==> config.mk <==
export PLATFORM = sky130hd
export DESIGN_NAME = m_stage_lsu
export DESIGN_NICKNAME = d
export VERILOG_FILES = /design/src/rtl/m_stage_lsu.sv
export SDC_FILE = /design/constraint.sdc
export NUM_CORES = 1
export LEC_CHECK = 0
export BUFFER_PORTS_ARGS = -buffer_cell sky130_fd_sc_hd__buf_4
export CAP_MARGIN = 10
export CORE_ASPECT_RATIO = 1.1
export CORE_MARGIN = 10
export CORE_UTILIZATION = 37
export DETAILED_ROUTE_END_ITERATION = 6
export PLACE_DENSITY_LB_ADDON = 0.1
export SLEW_MARGIN = 5
export SYNTH_ARGS = -nofsm -noshare
export SYNTH_HDL_FRONTEND = slang
export SYNTH_SLANG_ARGS = --single-unit
==> constraint.sdc <==
create_clock -name clk -period 2.3 [get_ports clk]
set_input_delay 0.46 -clock clk [delete_from_list [all_inputs] [get_ports clk]]
set_output_delay 0.46 -clock clk [all_outputs]
set_load 0.01 [all_outputs]
==> src/rtl/m_stage_lsu.sv <==
// rtl/m_stage_lsu.sv - M-stage load/store unit: data-memory handshake, lane steering, load extension.
// Optional watchdog abort with bus_err when LSU_TIMEOUT_EN is defined.
module m_stage_lsu #(
   parameter int DATA_WIDTH     = 32,
   parameter int TIMEOUT_CYCLES = 255
) (
   input  logic                  clk,
   input  logic                  rst,
   input  logic                  M_mem_write,
   input  logic [1:0]            M_result_src,
   input  logic [1:0]            M_type_control,
   input  logic                  M_sign_ext_flag,
   input  logic [DATA_WIDTH-1:0] M_alu_result,
   input  logic [DATA_WIDTH-1:0] M_write_data,
   input  logic                  ext_stall,
   output logic                  dmem_req_valid,
   input  logic                  dmem_req_ready,
   output logic [DATA_WIDTH-1:0] dmem_addr,
   output logic                  dmem_we,
   output logic [3:0]            dmem_be,
   output logic [DATA_WIDTH-1:0] dmem_wdata,
   input  logic                  dmem_rsp_valid,
   input  logic [DATA_WIDTH-1:0] dmem_rdata,
   output logic [DATA_WIDTH-1:0] M_read_data,
   output logic                  mem_stall,
`ifdef LSU_TIMEOUT_EN
   output logic                  bus_err,
`endif
   output logic                  misalign_err
);

   typedef enum logic [1:0] {S_IDLE, S_REQ, S_WAIT, S_DONE} state_t;

   state_t                state_q, state_d;
   logic [DATA_WIDTH-1:0] addr_q, addr_d, wdata_q, wdata_d, rdata_q, rdata_d;
   logic [3:0]            be_q, be_d;
   logic                  we_q, we_d, sext_q, sext_d;
   logic [1:0]            size_q, size_d, lane_q, lane_d;

   logic                  is_store, is_load, is_access, misaligned, aligned_access;
   logic [3:0]            be_new;
   logic [DATA_WIDTH-1:0] wdata_new, load_ext;
   logic [7:0]            byte_sel;
   logic [15:0]           half_sel;

`ifdef LSU_TIMEOUT_EN
   localparam int CNT_W = 16;
   logic [CNT_W-1:0] cnt_q, cnt_d;
   logic             bus_err_q, bus_err_d;
`else
   logic [31:0] unused_timeout;
   assign unused_timeout = TIMEOUT_CYCLES;
`endif

   always_comb begin
      is_store       = M_mem_write;
      is_load        = (M_result_src == 2'b01) && !M_mem_write;
      is_access      = is_store || is_load;
      // Type 2'b11 falls into the word case via bit 1.
      misaligned     = ((M_type_control == 2'b01) && M_alu_result[0]) ||
                       (M_type_control[1] && (M_alu_result[1:0] != 2'b00));
      aligned_access = is_access && !misaligned;
   end

   always_comb begin
      case (M_type_control)
         2'b00: begin
            be_new    = 4'b0001 << M_alu_result[1:0];
            wdata_new = {4{M_write_data[7:0]}};
         end
         2'b01: begin
            be_new    = 4'b0011 << {M_alu_result[1], 1'b0};
            wdata_new = {2{M_write_data[15:0]}};
         end
         default: begin
            be_new    = 4'hF;
            wdata_new = M_write_data;
         end
      endcase
   end

   always_comb begin
      byte_sel = dmem_rdata[8*lane_q +: 8];
      half_sel = dmem_rdata[16*lane_q[1] +: 16];
      case (size_q)
         2'b00:   load_ext = {{(DATA_WIDTH-8){sext_q & byte_sel[7]}}, byte_sel};
         2'b01:   load_ext = {{(DATA_WIDTH-16){sext_q & half_sel[15]}}, half_sel};
         default: load_ext = dmem_rdata;
      endcase
   end

   always_comb begin
      state_d = state_q;
      addr_d  = addr_q;
      wdata_d = wdata_q;
      rdata_d = rdata_q;
      be_d    = be_q;
      we_d    = we_q;
      sext_d  = sext_q;
      size_d  = size_q;
      lane_d  = lane_q;
      case (state_q)
         S_IDLE: if (aligned_access) begin
            state_d = S_REQ;
            addr_d  = {M_alu_result[DATA_WIDTH-1:2], 2'b00};
            we_d    = is_store;
            be_d    = be_new;
            wdata_d = is_store ? wdata_new : '0;
            sext_d  = M_sign_ext_flag;
            size_d  = M_type_control;
            lane_d  = M_alu_result[1:0];
         end
         S_REQ:  if (dmem_req_ready) state_d = we_q ? S_DONE : S_WAIT;
         S_WAIT: if (dmem_rsp_valid) begin
            rdata_d = load_ext;
            state_d = S_DONE;
         end
         default: if (!ext_stall) state_d = S_IDLE;
      endcase
`ifdef LSU_TIMEOUT_EN
      bus_err_d = 1'b0;
      cnt_d     = '0;
      // Counter runs only while parked in REQ/WAIT; any state entry clears it.
      if (((state_q == S_REQ) || (state_q == S_WAIT)) && (state_d == state_q)) begin
         if (cnt_q == CNT_W'(TIMEOUT_CYCLES)) begin
            state_d   = S_DONE;
            rdata_d   = '0;
            bus_err_d = 1'b1;
         end else begin
            cnt_d = cnt_q + 1'b1;
         end
      end
`endif
   end

   always_ff @(posedge clk or negedge rst) begin
      if (!rst) begin
         state_q <= S_IDLE;
         addr_q  <= '0;
         wdata_q <= '0;
         rdata_q <= '0;
         be_q    <= '0;
         we_q    <= 1'b0;
         sext_q  <= 1'b0;
         size_q  <= '0;
         lane_q  <= '0;
`ifdef LSU_TIMEOUT_EN
         cnt_q     <= '0;
         bus_err_q <= 1'b0;
`endif
      end else begin
         state_q <= state_d;
         addr_q  <= addr_d;
         wdata_q <= wdata_d;
         rdata_q <= rdata_d;
         be_q    <= be_d;
         we_q    <= we_d;
         sext_q  <= sext_d;
         size_q  <= size_d;
         lane_q  <= lane_d;
`ifdef LSU_TIMEOUT_EN
         cnt_q     <= cnt_d;
         bus_err_q <= bus_err_d;
`endif
      end
   end

   assign dmem_req_valid = (state_q == S_REQ);
   assign dmem_addr      = addr_q;
   assign dmem_we        = (state_q != S_IDLE) && we_q;
   assign dmem_be        = (state_q != S_IDLE) ? be_q : 4'h0;
   assign dmem_wdata     = wdata_q;
   assign M_read_data    = rdata_q;
   assign mem_stall      = ((state_q == S_IDLE) && aligned_access) ||
                           (state_q == S_REQ) || (state_q == S_WAIT);
   assign misalign_err   = (state_q == S_IDLE) && is_access && misaligned;
`ifdef LSU_TIMEOUT_EN
   assign bus_err        = bus_err_q;
`endif

endmodule

# [After elaboration in Yosys (flattened, before gate mapping)]
# Index checks and enable logic that the tools add are counted.
[totals] register_bits=106 in_bits=107 output_inout_bits=104 elab_cells=57
[classes] n_eq_ne=9 shift=4 mux=11 n_bitwise=2 n_reduce_logical=22
[op_table] operator="case mux 32 bit (2 select lines)" count=2
[op_table] operator="2-to-1 mux 32 bit" count=1
[op_table] operator="variable part select 32 x 6 -> 16 bit" count=1
[op_table] operator="variable part select 32 x 6 -> 8 bit" count=1
[op_table] operator="equality test 2 x 1 -> 1 bit (second input constant)" count=4
[op_table] operator="logical AND 1 bit" count=8
[op_table] operator="2-to-1 mux 2 bit" count=4
[op_table] operator="case mux 4 bit (2 select lines)" count=1
[op_table] operator="zero test 2 bit" count=3
[op_table] operator="case mux 2 bit (3 select lines)" count=1
[op_table] operator="logical OR 1 bit" count=4
[op_table] operator="2-to-1 mux 4 bit" count=1
[op_table] operator="!= test 2 bit (second input constant)" count=2
[op_table] operator="!= test 4 x 1 -> 1 bit (second input constant)" count=1
[op_table] operator="AND reduction 2 bit" count=2
[op_table] operator="AND reduction 4 bit" count=1
[op_table] operator="nonzero test 2 bit" count=2
[op_table] operator="left shift 1 x 2 -> 4 bit (first input constant)" count=1
[op_table] operator="left shift 2 x 2 -> 4 bit (first input constant)" count=1
[op_table] operator="bitwise AND 1 bit" count=2
[op_table] operator="equality test 2 bit (second input constant)" count=1
[op_table] operator="zero test 1 bit" count=2
[op_table] operator="!= test 2 x 1 -> 1 bit (second input constant)" count=1
[op_table] operator="2-to-1 mux 1 bit" count=1

# [Longest topological paths before layout]
[depth] word_depth=8 mapped_depth=7 ltp_nobuf=6

# [Worst setup path before layout]
# No wires, ideal clock.
[synth_timing] path_type="input to output" from="input M_type_control[0]" to="output mem_stall" arrival_time_ns=1.573 required_time_ns=1.840 path_slack_ns=0.267 path_stages=6 path_buffers=3 path_cell_list="clkbuf_1 > a21oi_1 > o221ai_1 > buf_2 > buf_2 > nand3_1"
[synth_via] elab_chain_cells=8
[synth_lines] item="start: declaration" line_no="11" text="input logic [1:0] M_type_control,"
[synth_lines] item="equality test 2 x 1 -> 1 bit" line_no="60" text="misaligned = ((M_type_control == 2'b01) && M_alu_result[0]) ||"
[synth_lines] item="logical AND 1 bit" line_no="60"
[synth_lines] item="logical OR 1 bit" line_no="60"
[synth_lines] item="zero test 1 bit" line_no="62" text="aligned_access = is_access && !misaligned;"
[synth_lines] item="logical AND 1 bit" line_no="62"
[synth_lines] item="logical AND 1 bit" line_no="174" text="assign mem_stall = ((state_q == S_IDLE) && aligned_access) ||"
[synth_lines] item="logical OR 1 bit" line_no="174"
[synth_lines] item="logical OR 1 bit" line_no="175" text="(state_q == S_REQ) || (state_q == S_WAIT);"
[synth_lines] item="end: declaration" line_no="25" text="output logic mem_stall,"
# No other way between the ends.

# [Worst setup path after layout]
[layout_timing] from="register state_q[0]" to="output mem_stall"
[layout_via] elab_chain_cells=4 word_cells_on_any_way=6 cone_classes="2 x eq/ne; 4 x reduce/logical"
[layout_lines] item="start: declaration" line_no="34" text="state_t state_q, state_d;"
[layout_lines] item="start signal: assignment" line_no="152" text="state_q <= state_d;"
[layout_lines] item="zero test 2 bit" line_no="174"
[layout_lines] item="logical AND 1 bit" line_no="174"
[layout_lines] item="logical OR 1 bit" line_no="174"
[layout_lines] item="logical OR 1 bit *" line_no="175"
# Mark *: on every way between the ends. The rest lies on a longest branch, timed or not.

==> results.md <==
- Run status: finished clean
- Dominant combinational cell family by area after synthesis: compound AO/OA/AOI/OAI gates
- Clock buffer count from CTS: 9
- Mean post-synth cell area: 10.41 um2
- Core Footprint: 0.01385 mm2
- Final non-filler cell total: about 890
- Number of antenna violations at the first check in global routing: 0
- Synth Area in Compound Gates: between 10% and 20%
- # port buffers: around 210
- Largest driver fanout on the critical path: 7
- Static leakage: about 3.5 nW
- Deepest level of the CTS H-tree: 3
- R2R Path End: M_read_data[26]
- First drt pass iteration count: 4
- Most frequent cells in the layout: sky130_fd_sc_hd__buf_4 (220), sky130_fd_sc_hd__dfrtp_1 (106), sky130_fd_sc_hd__nand2_1 (81)
- Place WS: between 0.2 and 0.3 ns
- Storage cell area: about 0.0027 mm2
- Count of cells along the worst register-to-register path: 7
- Post-Synth Adder-Cell Area: less than 1%
- Setup fix buffers added after clock tree synthesis: 0
- Number of placed cells counting well taps: approximately 870
- Setup CP Type: reg -> out
- Final critical-path share of the clock period: between 90% and 100%
- Root buffer selected by CTS: sky130_fd_sc_hd__clkbuf_16
- Most common cell after layout, fill and taps aside: sky130_fd_sc_hd__buf_4
- Number of nets still failing antenna checks after routing: 0
- Register-to-Register Setup Slack: between 0.4 and 0.5 ns
- Path type of the worst min-delay path: in -> async
- Inserted Diodes: 0
- Upper clock frequency limit: between 400 and 500 MHz
- Time the final worst path needs with I/O delays and setup: 2.157 ns
- Worst setup skew after layout: 0.007541 ns
- Final Hold Viols: 0
- Vias in the first global route: 4750
- Final WL: about 17 mm
- Number of max-cap violations: 0
- Detailed placer's ending HPWL: roughly 13 mm
- I/O Pins: 211
- Clock tree from TritonCTS: yes
- Post-Syn Instances: roughly 500
- Drt wl/cell: 19.15 um
- Required time worst endpoint: ~1.8 ns
- Startpoint class of the critical path: flop
- Number of setup violations in the final report: 0
- Proportion of synthesized area in mux cells: between 10% and 20%
- Initial drt markers: 284
- Worst setup path end: mem_stall
- Die Span X: around 130 um
- Std cell rows: 45
- Warning count from the yosys run: 0
- Aggregate global routing overflow: 0
- Global placement routability congestion: 0.8795
- Vias per cell: between 5 and 6
- Clock transition at the registers of the reported paths: around 0.060 ns
- Placed inst area: 0.006994 mm2
- Die height: roughly 140 um
- Clock latency on the worst-skew pair: 0.36 ns
- Post-route cell area: between 0.007 and 0.008 mm2
- Max-slew violation total from the final report: 0
- Share of cells above drive strength 1: roughly 41%
- Portion of the post-synthesis area used by sequential elements: 50.77%
- Vias post-DR: 4554
- Measured slew at the worst slew-check pin: 0.6482 ns
- Smallest setup slack after layout: roughly 0.14 ns
- Setup repair after global routing missed its margin: no
- CP Launch Point: state_q[0]
- Endpoint kind of the worst setup timing path: output pin
- Num Clock Sinks: between 100 and 150
- Simple-Gate Fraction of Synth Area: around 11%
- Hold Buf Count CTS: 0
- Global-route wire length before repair: around 26 mm
- Layout overhead on the synthesized area: 39.97%
- Xor and xnor fraction of the mapped netlist area: 0.1676%
- Total power density per cell area: 1297 mW/mm2
- Number of synthesized register bits: 106
- Worst reg2reg startpoint: state_q[0]
- GR Util All Layers: 17.11%
- Overall power consumption: about 9.5 mW
- Post-Synthesis Cell Area: about 0.0052 mm2
- Sum of negative setup slack: 0 ns
- Maximum clock path buffer count: 2
- Number of fill cells: about 1.3k
- Die Footprint: 0.01928 mm2
- Starting Density: around 38%
- Footprint of the multi-input gates: approximately 0.0024 mm2
- Number of nets in the layout: 806
- Remaining max-slew budget at the tightest pin: between 50% and 60%
- Largest net degree at the start of global routing: 107
- Netlist cell types: 43
- Worst path arrival time: roughly 1.7 ns
- Maximum vdd ir drop: 0.6322 mV
- Remaining DRCs: 0
[where the power goes]
group          switching, mW  leakage (nW)  internal (mW)
clock network          0.710         0.152          0.937
registers              0.524          1.29           2.75
logic                   2.24          2.04           2.32
[layout make-up]
class / count / area share [%]
clock inverters: 3 / 0.6330
clock buffers: 13 / 3.695
inverters: 10 / 0.5133
flip-flops and latches: 106 / 36.27
multi-input cells: 345 / 32.27
well taps: 188 / 3.216
repair buffers: 223 / 23.40
[synthesized netlist by cell type]
cell type,instances,share of area (%)
sky130_fd_sc_hd__ha_1,4,0.96
sky130_fd_sc_hd__nand2b_1,1,0.12
sky130_fd_sc_hd__a31oi_1,1,0.12
sky130_fd_sc_hd__a21boi_0,1,0.14
sky130_fd_sc_hd__a31oi_2,1,0.24
sky130_fd_sc_hd__o211ai_1,11,1.6
sky130_fd_sc_hd__dfrtp_1,106,51
sky130_fd_sc_hd__o31ai_1,17,2.4
sky130_fd_sc_hd__or2_2,1,0.12
sky130_fd_sc_hd__nand2_1,81,5.8
sky130_fd_sc_hd__clkinv_1,2,0.14
sky130_fd_sc_hd__mux4_2,7,3.0
sky130_fd_sc_hd__o221ai_1,1,0.17
sky130_fd_sc_hd__nor3_1,2,0.19
sky130_fd_sc_hd__a21o_1,3,0.43
sky130_fd_sc_hd__a21oi_1,37,3.5
sky130_fd_sc_hd__nor2_2,1,0.12
sky130_fd_sc_hd__a22oi_1,7,1.0
sky130_fd_sc_hd__nor2_1,33,2.4
sky130_fd_sc_hd__a22o_1,7,1.2
sky130_fd_sc_hd__o21ai_0,23,2.2
sky130_fd_sc_hd__o311ai_0,1,0.17
sky130_fd_sc_hd__nor4b_1,1,0.17
sky130_fd_sc_hd__nor3_4,1,0.31
sky130_fd_sc_hd__inv_1,8,0.57
sky130_fd_sc_hd__conb_1,1,0.072
sky130_fd_sc_hd__nor2b_4,1,0.26
sky130_fd_sc_hd__buf_2,15,1.4
sky130_fd_sc_hd__and3_1,2,0.24
sky130_fd_sc_hd__nand3_1,1,0.096
sky130_fd_sc_hd__o32a_1,1,0.19
sky130_fd_sc_hd__a211oi_1,21,3.0
sky130_fd_sc_hd__buf_6,2,0.43
sky130_fd_sc_hd__and2_1,2,0.24
sky130_fd_sc_hd__mux2_2,36,7.8
sky130_fd_sc_hd__nor2b_1,6,0.72
sky130_fd_sc_hd__nand4bb_1,1,0.22
sky130_fd_sc_hd__clkbuf_1,23,1.7
sky130_fd_sc_hd__mux2i_1,26,5.0
sky130_fd_sc_hd__xor2_1,1,0.17
sky130_fd_sc_hd__o21ai_1,1,0.096
sky130_fd_sc_hd__buf_4,2,0.29
sky130_fd_sc_hd__o22ai_1,2,0.24
[state kept, by name, summed over array words and instances (netlist names)]
signal	flops
M_read_data	32
be_q	4
dmem_addr	30
dmem_wdata	32
lane_q	2
sext_q	1
size_q	2
state_q	2
we_q	1
[logic make-up after synthesis]
| group | count (synthesis) |
|---|---|
| and+or+nand+nor | 134 |
| AOI/OAI and AO/OA | 135 |
| other | 1 |
| xor gates and xnor gates | 1 |
| buffers and inverters | 52 |
| DFF | 106 |
| muxes | 69 |
| adders and majority gates | 4 |
[critical path, cell delays in order, from the launching register on]
cell                       delay [ns]
sky130_fd_sc_hd__dfrtp_1         0.41
sky130_fd_sc_hd__inv_1           0.10
sky130_fd_sc_hd__ha_2            0.25
sky130_fd_sc_hd__buf_4           0.17
sky130_fd_sc_hd__o221ai_4        0.14
sky130_fd_sc_hd__nand3_1         0.13
sky130_fd_sc_hd__buf_4           0.12
[layer usage]
layer,vias to the layer above,track usage [%],routed length [um]
li1,2155,-,-
met1,2211,19.19,6653
met2,168,29.15,8603
met3,20,6.142,1359
met4,0,6.762,388
met5,-,0,0
[stage by stage]
stage	hold slack (ns)	util, %
CTS	0.2003	52.78
finish	0.1152	52.80
global placement	0.4637	50.50
detailed placement	0.4668	50.50
global route	0.1979	52.80
floorplan	0.1644	-
[worst min path at each step]
stage	to	slack, ns	depth (start not counted)
final	M_read_data[18]	0.12	2
after detailed placement	dmem_wdata[15]	0.47	2
after CTS	M_read_data[16]	0.20	2
after global placement	dmem_wdata[23]	0.46	2
after global routing	M_read_data[26]	0.20	2
after floorplan	M_read_data[0]	0.16	0
[timing repair]
item                                   4_1_cts  5_1_grt
gates resized for setup                      0        1
endpoints found under the hold margin        0        0
setup endpoints to repair                    0        2
Note: power is estimated with default switching activity, not from simulation.
